### src/rtl/fetch_queue_frontend_pkg.sv
// Shared types and helpers for the instruction fetch front end.
// Contents:
//   XLEN_DEFAULT       default address/instruction width
//   INST_BYTES_DEFAULT default PC increment in bytes
//   fetch_entry_t      {pc, inst} pair held by the fetch queue
//   align_pc()         clears the sub-instruction address bits of a PC
package frontend_pkg;

    localparam int unsigned XLEN_DEFAULT       = 32;
    localparam int unsigned INST_BYTES_DEFAULT = 4;

    typedef struct packed {
        logic [XLEN_DEFAULT-1:0] pc;
        logic [XLEN_DEFAULT-1:0] inst;
    } fetch_entry_t;

    // Clear the low log2(inst_bytes) bits; inst_bytes is a power of two.
    function automatic logic [63:0] align_pc(input logic [63:0] pc,
                                             input int unsigned inst_bytes);
        logic [63:0] mask;
        mask = 64'(inst_bytes) - 64'd1;
        return pc & ~mask;
    endfunction

endpackage

### src/rtl/fetch_queue_frontend_if.sv
// Bus bundle between the fetch front end, instruction memory and OF stage.
// Signals:
//   imem_addr/imem_rdata        combinational instruction-memory read
//   redirect_valid/redirect_pc  branch redirect request
//   of_valid/of_ready           head handshake toward OF
//   of_pc/of_inst               head entry contents
//   q_count                     queue occupancy, 0..DEPTH
// Modports: master = front end, slave = memory/OF/branch side.
interface fetch_queue_frontend_if #(
    parameter int unsigned XLEN  = 32,
    parameter int unsigned DEPTH = 4
);
    logic [XLEN-1:0]          imem_addr;
    logic [XLEN-1:0]          imem_rdata;
    logic                     redirect_valid;
    logic [XLEN-1:0]          redirect_pc;
    logic                     of_valid;
    logic                     of_ready;
    logic [XLEN-1:0]          of_pc;
    logic [XLEN-1:0]          of_inst;
    logic [$clog2(DEPTH):0]   q_count;

    modport master (
        output imem_addr, of_valid, of_pc, of_inst, q_count,
        input  imem_rdata, redirect_valid, redirect_pc, of_ready
    );

    modport slave (
        input  imem_addr, of_valid, of_pc, of_inst, q_count,
        output imem_rdata, redirect_valid, redirect_pc, of_ready
    );
endinterface

### src/rtl/fetch_queue_frontend_fifo.sv
// fetch_fifo: DEPTH-entry synchronous FIFO of fetch entries.
// Ports:
//   clk, rst        clock, asynchronous active-high reset
//   push/pop/flush  enqueue, dequeue, discard all entries (flush wins)
//   din/dout        write data / head entry (registered storage)
//   count/full/empty occupancy status
// Pointers carry one extra wrap bit so full and empty are distinguishable.
module fetch_fifo import frontend_pkg::*; #(
    parameter  int unsigned DEPTH = 4,
    parameter  type         entry_t = fetch_entry_t,
    localparam int unsigned AW = $clog2(DEPTH),
    localparam int unsigned CW = AW + 1
) (
    input  logic          clk,
    input  logic          rst,
    input  logic          push,
    input  logic          pop,
    input  logic          flush,
    input  entry_t        din,
    output entry_t        dout,
    output logic [CW-1:0] count,
    output logic          full,
    output logic          empty
);
    entry_t        mem [DEPTH];
    logic [CW-1:0] wr_ptr;
    logic [CW-1:0] rd_ptr;
    logic          do_push;
    logic          do_pop;

    assign count = wr_ptr - rd_ptr;
    assign full  = (count == CW'(DEPTH));
    assign empty = (count == CW'(0));
    assign dout  = mem[rd_ptr[AW-1:0]];

    // A push into a full queue is accepted only when the head leaves the same cycle.
    assign do_pop  = pop  && !flush && !empty;
    assign do_push = push && !flush && (!full || do_pop);

    // Read/write pointer update; flush returns both to zero.
    always_ff @(posedge clk or posedge rst) begin
        if (rst) begin
            wr_ptr <= CW'(0);
            rd_ptr <= CW'(0);
        end else if (flush) begin
            wr_ptr <= CW'(0);
            rd_ptr <= CW'(0);
        end else begin
            if (do_push) wr_ptr <= wr_ptr + CW'(1);
            if (do_pop)  rd_ptr <= rd_ptr + CW'(1);
        end
    end

    // Entry storage; cleared on reset so the head reads as zero afterwards.
    always_ff @(posedge clk or posedge rst) begin
        if (rst) begin
            for (int i = 0; i < DEPTH; i++) mem[i] <= '0;
        end else if (do_push) begin
            mem[wr_ptr[AW-1:0]] <= din;
        end
    end
endmodule

### src/rtl/fetch_queue_frontend.sv
// Instruction fetch front end: PC generator, instruction-memory request and
// a DEPTH-entry fetch queue presented to OF with a valid/ready handshake.
// Ports:
//   clk, rst  clock, asynchronous active-high reset
//   bus       fetch_queue_frontend_if.master (imem, redirect, OF, q_count)
// A redirect flushes the queue, reloads the PC with the aligned target and
// blocks both push and pop for that cycle.
module fetch_queue_frontend import frontend_pkg::*; #(
    parameter int unsigned     XLEN       = XLEN_DEFAULT,
    parameter int unsigned     DEPTH      = 4,
    parameter logic [XLEN-1:0] RESET_PC   = '0,
    parameter int unsigned     INST_BYTES = INST_BYTES_DEFAULT
) (
    input logic                    clk,
    input logic                    rst,
    fetch_queue_frontend_if.master bus
);
    localparam int unsigned CW = $clog2(DEPTH) + 1;

    typedef struct packed {
        logic [XLEN-1:0] pc;
        logic [XLEN-1:0] inst;
    } entry_t;

    logic [XLEN-1:0] pc_q;
    logic [63:0]     redirect_aligned;
    entry_t          wr_entry;
    entry_t          head;
    logic            push;
    logic            pop;
    logic            flush;
    logic            full;
    logic            empty;
    logic [CW-1:0]   count;

    assign flush    = bus.redirect_valid;
    assign wr_entry = '{pc: pc_q, inst: bus.imem_rdata};

    // Handshake and enqueue decisions; redirect suppresses both.
    always_comb begin
        bus.of_valid = !empty && !bus.redirect_valid;
        pop          = bus.of_valid && bus.of_ready;
        push         = !bus.redirect_valid && (!full || pop);
    end

    // Redirect target with the sub-instruction offset dropped.
    always_comb begin
        redirect_aligned = align_pc(64'(bus.redirect_pc), INST_BYTES);
    end

    // Fetch PC: redirect reload, sequential advance on push, otherwise hold.
    always_ff @(posedge clk or posedge rst) begin
        if (rst) begin
            pc_q <= RESET_PC;
        end else if (flush) begin
            pc_q <= redirect_aligned[XLEN-1:0];
        end else if (push) begin
            pc_q <= pc_q + XLEN'(INST_BYTES);
        end else begin
            pc_q <= pc_q;
        end
    end

    fetch_fifo #(
        .DEPTH   (DEPTH),
        .entry_t (entry_t)
    ) u_fifo (
        .clk   (clk),
        .rst   (rst),
        .push  (push),
        .pop   (pop),
        .flush (flush),
        .din   (wr_entry),
        .dout  (head),
        .count (count),
        .full  (full),
        .empty (empty)
    );

    assign bus.imem_addr = pc_q;
    assign bus.of_pc     = head.pc;
    assign bus.of_inst   = head.inst;
    assign bus.q_count   = count;
endmodule
### src/flat_wrapper.sv
// flat-port wrapper written by rule: the top's interface ports become plain ports
module fetch_queue_frontend_flat import frontend_pkg::*;
#(
    parameter int unsigned     XLEN       = XLEN_DEFAULT,
    parameter int unsigned     DEPTH      = 4,
    parameter logic [XLEN-1:0] RESET_PC   = '0,
    parameter int unsigned     INST_BYTES = INST_BYTES_DEFAULT
)
  (clk, rst, bus_imem_addr, bus_of_valid, bus_of_pc, bus_of_inst, bus_q_count, bus_imem_rdata, bus_redirect_valid, bus_redirect_pc, bus_of_ready);
  fetch_queue_frontend_if #(.XLEN(XLEN), .DEPTH(DEPTH)) bus_i ();
  input logic clk;
  input logic rst;
  output wire logic [$bits(bus_i.imem_addr)-1:0] bus_imem_addr;
  output wire logic [$bits(bus_i.of_valid)-1:0] bus_of_valid;
  output wire logic [$bits(bus_i.of_pc)-1:0] bus_of_pc;
  output wire logic [$bits(bus_i.of_inst)-1:0] bus_of_inst;
  output wire logic [$bits(bus_i.q_count)-1:0] bus_q_count;
  input wire logic [$bits(bus_i.imem_rdata)-1:0] bus_imem_rdata;
  input wire logic [$bits(bus_i.redirect_valid)-1:0] bus_redirect_valid;
  input wire logic [$bits(bus_i.redirect_pc)-1:0] bus_redirect_pc;
  input wire logic [$bits(bus_i.of_ready)-1:0] bus_of_ready;
  assign bus_imem_addr = bus_i.imem_addr;
  assign bus_of_valid = bus_i.of_valid;
  assign bus_of_pc = bus_i.of_pc;
  assign bus_of_inst = bus_i.of_inst;
  assign bus_q_count = bus_i.q_count;
  assign bus_i.imem_rdata = bus_imem_rdata;
  assign bus_i.redirect_valid = bus_redirect_valid;
  assign bus_i.redirect_pc = bus_redirect_pc;
  assign bus_i.of_ready = bus_of_ready;
  fetch_queue_frontend #(.XLEN(XLEN), .DEPTH(DEPTH), .RESET_PC(RESET_PC), .INST_BYTES(INST_BYTES)) u_core (.clk(clk), .rst(rst), .bus(bus_i));
endmodule
### config.mk
export PLATFORM = sky130hd
export DESIGN_NAME = fetch_queue_frontend_flat
export DESIGN_NICKNAME = d
export VERILOG_FILES = /design/src/rtl/fetch_queue_frontend_pkg.sv /design/src/rtl/fetch_queue_frontend_if.sv /design/src/rtl/fetch_queue_frontend_fifo.sv /design/src/rtl/fetch_queue_frontend.sv /design/src/flat_wrapper.sv
export SDC_FILE = /design/constraint.sdc
export NUM_CORES = 1
export LEC_CHECK = 0
export CORE_ASPECT_RATIO = 1.5
export CORE_MARGIN = 5
export CORE_UTILIZATION = 56
export DETAILED_ROUTE_END_ITERATION = 16
export GPL_TIMING_DRIVEN = 0
export PLACE_DENSITY = 0.81
export SYNTH_ARGS = -nofsm -noshare
export SYNTH_HDL_FRONTEND = slang
export SYNTH_SLANG_ARGS = --single-unit
### constraint.sdc
create_clock -name clk -period 13 [get_ports clk]
set_input_delay 2.6 -clock clk [delete_from_list [all_inputs] [get_ports clk]]
set_output_delay 2.6 -clock clk [all_outputs]
set_load 0.1 [all_outputs]
Word-level counts from Yosys, hierarchy flattened
Index checks and enable logic that the tools add are counted.

Logic and storage cells: 50. Register bits: 294. Output and inout bits: 100.

Reductions and logical operators: 17. Equality and inequality tests: 1. Add/subtract/negate cells: 4. Magnitude comparators: 3. Bitwise logic cells: 2. Multiplexer cells: 12.

Operators with widths (number): bitwise mux 256 bit (1); 2-to-1 mux 64 bit (3); binary-select mux 64 bit (select 2 bit) (1); demux 64 bit (select 2 bit) (1); 2-to-1 mux 32 bit (2); adder 32 x 3 -> 32 bit, second input constant (1); 2-to-1 mux 3 bit (4); logical AND 1 bit (8); adder 3 x 1 -> 3 bit, second input constant (2); greater-or-equal comparator 3 bit, second input constant (2); inverter 2 -> 3 bit (2); nonzero test 2 bit (3); equality test 3 bit, second input constant (1); logical NOT 1 bit (3); logical NOT 3 bit (1); less-than comparator 3 x 1 -> 1 bit, second input constant (1); subtractor 3 bit (1); logical OR 1 bit (2).

Longest topological paths before layout
Depth after elaboration: 11. Gate-level depth with buffers: 9.

By module
Synthesis repeated with hierarchy kept, for this count alone.

Cell total of the unflattened synthesis: 880. Area total of the unflattened synthesis: 13404.1 sq um.

By module, submodules not included: fetch_fifo (area each 11557.3 sq um, instances 1, cells each 671); fetch_queue_frontend (area each 1846.8 sq um, instances 1, cells each 209).

Least setup slack after synthesis
Ideal clock, no wire load.

Kind: input port to output port. From: input port bus_redirect_valid. To: output port bus_of_valid. Stages: 3. Slack: 5.878 ns. Path buffers: 2. Arrival time: 4.522 ns. Path through: clkbuf_1 -> clkbuf_1 -> a31oi_1.

Word-level cells in the longest chain between the ends: 2.

Ends and longest elaborated chain: start: declaration (line flat_wrapper.sv:19) `input wire logic [$bits(bus_i.redirect_valid)-1:0] bus_redirect_valid;`; logical NOT 1 bit (line fetch_queue_frontend.sv:41) `bus.of_valid = !empty && !bus.redirect_valid;`; logical AND 1 bit (line fetch_queue_frontend.sv:41); end: declaration (line flat_wrapper.sv:14) `output wire logic [$bits(bus_i.of_valid)-1:0] bus_of_valid;`.

Every way passes these cells.

Worst setup path after layout
Same ends and word-level chain as after synthesis.

==> impl_metrics.prom <==
# TYPE chip_impl_metric gauge
chip_impl_metric{name="cts.path.max_buffers",unit=""} 3
chip_impl_metric{name="avgViaCountPerCell",unit=""} 5.82
chip_impl_metric{name="globalRouteTotalUtil",unit=""} 0.225
chip_impl_metric{name="reg2regPathDepth",unit=""} 9
chip_impl_metric{name="gr-total-overflow",unit=""} 0
chip_impl_metric{name="n_antenna_cell",unit=""} 0
chip_impl_metric{name="die_y",unit="µm"} 197
chip_impl_metric{name="gp_routability_congestion",unit=""} 0.804
chip_impl_metric{name="timing.reg2reg.setup_slack",unit="ps"} 10110
chip_impl_metric{name="die_x",unit="µm"} 134
chip_impl_metric{name="cts-hold-fix-buffers",unit=""} 0
chip_impl_metric{name="regArea",unit="µm²"} 7110
chip_impl_metric{name="min_period",unit="ps"} 7850
chip_impl_metric{name="multi_input_comb_area",unit="µm²"} 5420
chip_impl_metric{name="nFillCells",unit=""} 1581
chip_impl_info{name="setup.worst_path.start_class",value="input port"} 1
chip_impl_metric{name="drt_iter0_drc",unit=""} 351
chip_impl_metric{name="grt_start_max_net_pins",unit=""} 124
chip_impl_info{name="cts_tree",value="yes"} 1
chip_impl_info{name="kind_of_path_behind_the_tightest_hold_check",value="reg -> reg"} 1
chip_impl_info{name="crit_start",value="bus_redirect_valid"} 1
chip_impl_metric{name="post_cts_resize_count",unit=""} 0
chip_impl_info{name="grt_setup_unrepaired",value="false"} 1
chip_impl_metric{name="post-route-period-util",unit=""} 0.604
chip_impl_metric{name="cts-htree-levels",unit=""} 1
chip_impl_info{name="crit_reg_reg_endpoint",value="u_core.u_fifo.mem[8]"} 1
chip_impl_info{name="cp-endpoint",value="bus_of_valid"} 1
chip_impl_metric{name="synth_area",unit="µm²"} 13000
chip_impl_metric{name="vias",unit=""} 7847
chip_impl_metric{name="clk_transition_reported_paths",unit="ps"} 60
chip_impl_info{name="endpoint_kind_of_the_worst_setup_timing_path",value="output port"} 1
chip_impl_metric{name="fp-row-count",unit=""} 68
chip_impl_info{name="post-synth-top-area-cell",value="dfrtp_1"} 1
chip_impl_metric{name="dieArea",unit="µm²"} 26400
chip_impl_metric{name="antenna_left",unit=""} 0
chip_impl_metric{name="port-buffer-count",unit=""} 161
chip_impl_metric{name="first_global_vias",unit=""} 8632
chip_impl_metric{name="antenna_found_initial",unit=""} 0
chip_impl_info{name="run_status",value="finished, final reports clean"} 1
chip_impl_metric{name="initial_utilization",unit=""} 0.566
chip_impl_metric{name="worst-endpoint-required",unit="ps"} 10400
chip_impl_metric{name="finalSetupTns",unit="ps"} 0
chip_impl_metric{name="yosys_warnings",unit=""} 0
chip_impl_metric{name="maxSlewHeadroom",unit=""} 0.303
chip_impl_metric{name="report.final.hold_viol_count",unit=""} 0
chip_impl_metric{name="fp.coreArea",unit="µm²"} 23000
chip_impl_metric{name="layout-drive-gt1-share",unit=""} 0.358
chip_impl_metric{name="fin_skew",unit="ps"} 15.6
chip_impl_metric{name="clock_sink_count",unit=""} 284
chip_impl_info{name="rr_startpoint",value="u_core.u_fifo.wr_ptr[0]"} 1
chip_impl_metric{name="layout.cells.non_filler",unit=""} 1349
chip_impl_metric{name="timing.critical_path.slowest_cell_delay",unit="ps"} 1000
chip_impl_metric{name="wl_per_cell",unit="µm"} 21.3
chip_impl_metric{name="yosysUniqueCellTypes",unit=""} 42
chip_impl_info{name="critical-path-slowest-cell",value="clkdlybuf4s50_1"} 1
chip_impl_metric{name="max_freq",unit="GHz"} 0.127
chip_impl_metric{name="seq_area_frac_synth",unit=""} 0.547
chip_impl_metric{name="buffer_count_from_post_cts_setup_fixing",unit=""} 0
chip_impl_metric{name="drv_cap",unit=""} 0
chip_impl_metric{name="worstPathArrival",unit="ps"} 5250
chip_impl_metric{name="drt_first_pass_iters",unit=""} 4
chip_impl_metric{name="dp_hpwl",unit="mm"} 19.7
chip_impl_metric{name="cp_max_fo",unit=""} 10
chip_impl_info{name="setup.worst_path.class",value="in -> out"} 1
chip_impl_info{name="yosys-top-cells-area",value="dfrtp_1 55%, mux2_2 20%, mux4_2 11%"} 1
chip_impl_metric{name="yosys.area.top_type_share",unit=""} 0.547
chip_impl_metric{name="synthesis.area_per_instance",unit="µm²"} 15.2
chip_impl_metric{name="finalSetupViolCount",unit=""} 0
chip_impl_metric{name="report.final.slew_viol_count",unit=""} 0
chip_impl_metric{name="clock_latency",unit="ps"} 520
chip_impl_info{name="crit_path_cell_trace",value="clkdlybuf4s50_1 > clkbuf_1 > clkbuf_1 > a31oi_1 > clkdlybuf4s50_1"} 1
chip_impl_metric{name="finish.net_count",unit=""} 1127
chip_impl_info{name="cts_root_buf",value="clkbuf_16"} 1
chip_impl_metric{name="area_delta_synth_final",unit="%"} 22.4
chip_impl_metric{name="dp_cell_count",unit=""} 1302
chip_impl_metric{name="postSynthRegisterBits",unit=""} 284
chip_impl_metric{name="num_io_pins",unit=""} 168
chip_impl_metric{name="wl",unit="mm"} 28.7
chip_impl_metric{name="tightest_slew",unit="ps"} 1040
chip_impl_metric{name="hold-path-cell-count",unit=""} 1
chip_impl_metric{name="grt_first_pass_wirelength",unit="mm"} 47.2
chip_impl_metric{name="cts_made_buffers",unit=""} 27
chip_impl_metric{name="route.detailed.drc",unit=""} 0
chip_impl_metric{name="postSynthCellCount",unit=""} 856
==> per-stage QoR <==
stage	cell area (µm²)	utilization	setup WS, ps	hold WS (ps)
6_report	15900	0.692	5150	485
5_1_grt	15900	0.692	4980	497
4_1_cts	15900	0.692	5100	490
3_5_place_dp	15000	0.655	5120	475
3_3_place_gp	15000	0.652	-865	469
2_1_floorplan	13000	-	2560	459
==> layout make-up <==
class / instances / area share
clock buffer: 38 / 0.0482
inverter: 9 / 0.00260
sequential: 284 / 0.447
timing repair buffer: 163 / 0.105
buffer: 64 / 0.0284
multi-input combinational: 502 / 0.341
tap: 280 / 0.0220
clock inverter: 9 / 0.00653
==> how the worst min path moves through the flow <==
| stage | slack [ps] | start | to |
|---|---|---|---|
| after detailed placement | 480 | u_core.u_fifo.mem[123] | u_core.u_fifo.mem[123] |
| after global routing | 500 | u_core.u_fifo.mem[99] | u_core.u_fifo.mem[99] |
| final | 480 | u_core.u_fifo.mem[98] | u_core.u_fifo.mem[98] |
| after floorplan | 460 | u_core.u_fifo.mem[104] | u_core.u_fifo.mem[104] |
| after global placement | 470 | u_core.u_fifo.mem[98] | u_core.u_fifo.mem[98] |
| after CTS | 490 | u_core.u_fifo.mem[123] | u_core.u_fifo.mem[123] |
==> per-layer routing <==
layer / share of wire / track usage
met1: 0.40 / 0.292
met2: 0.54 / 0.398
met3: 0.036 / 0.0266
met4: 0.028 / 0.0694
met5: 0 / 0
==> worst max-delay path: cells and delay by family <==
| kind | cells | cell delay (ps) |
|---|---|---|
| compound gates | 1 | 120 |
| buf+inv | 4 | 2530 |
==> Yosys cell counts (all sizes together) <==
library cell	n
a2111o	1
a21oi	3
a31oi	1
a41oi	1
and2	2
and3	4
and4	4
buf	42
clkbuf	22
conb	1
dfrtp	284
fa	1
ha	7
inv	9
mux2	248
mux2i	1
mux4	62
nand2	50
nand3	12
nand3b	1
nand4	7
nor2	8
nor3	13
nor3b	3
nor4	4
nor4b	1
o2111ai	1
o21ai	31
o311ai	1
or2	1
xnor2	20
xnor3	1
xor2	9
==> cell usage in the layout (no fill, tap or decap), types with 5 or more instances in the layout <==
cell type / n
nor3_1: 13
clkbuf_1: 27
nor2_1: 6
mux2_1: 22
mux2_2: 226
o21ai_0: 31
clkbuf_16: 27
clkbuf_8: 5
xnor2_1: 20
clkdlybuf4s50_1: 161
ha_1: 7
nand3_1: 12
mux4_2: 62
inv_1: 8
buf_2: 12
buf_6: 24
nand4_1: 6
xor2_1: 9
nand2_1: 46
dfrtp_1: 284
==> state kept, by name, indices dropped and copies added (netlist names) <==
register,cells
u_core.u_fifo.rd_ptr,3
u_core.bus.imem_addr,30
u_core.u_fifo.mem,248
u_core.u_fifo.wr_ptr,3
==> logic make-up (layout without fill, tap and decap cells) <==
logic type,after synthesis,in the layout,share of synthesized area
buffers and inverters,73,283,0.0373
other,1,4,0.000288
AOI/OAI and AO/OA,39,39,0.0178
xor gates and xnor gates,30,30,0.0214
DFF,284,284,0.547
and+or+nand+nor,110,110,0.0453
muxes,311,311,0.323
adders and majority gates,8,8,0.00828
Power is left out: the tool's default activity adds up to more than one toggle a clock period on the data nets, which glitch-free logic cannot reach.
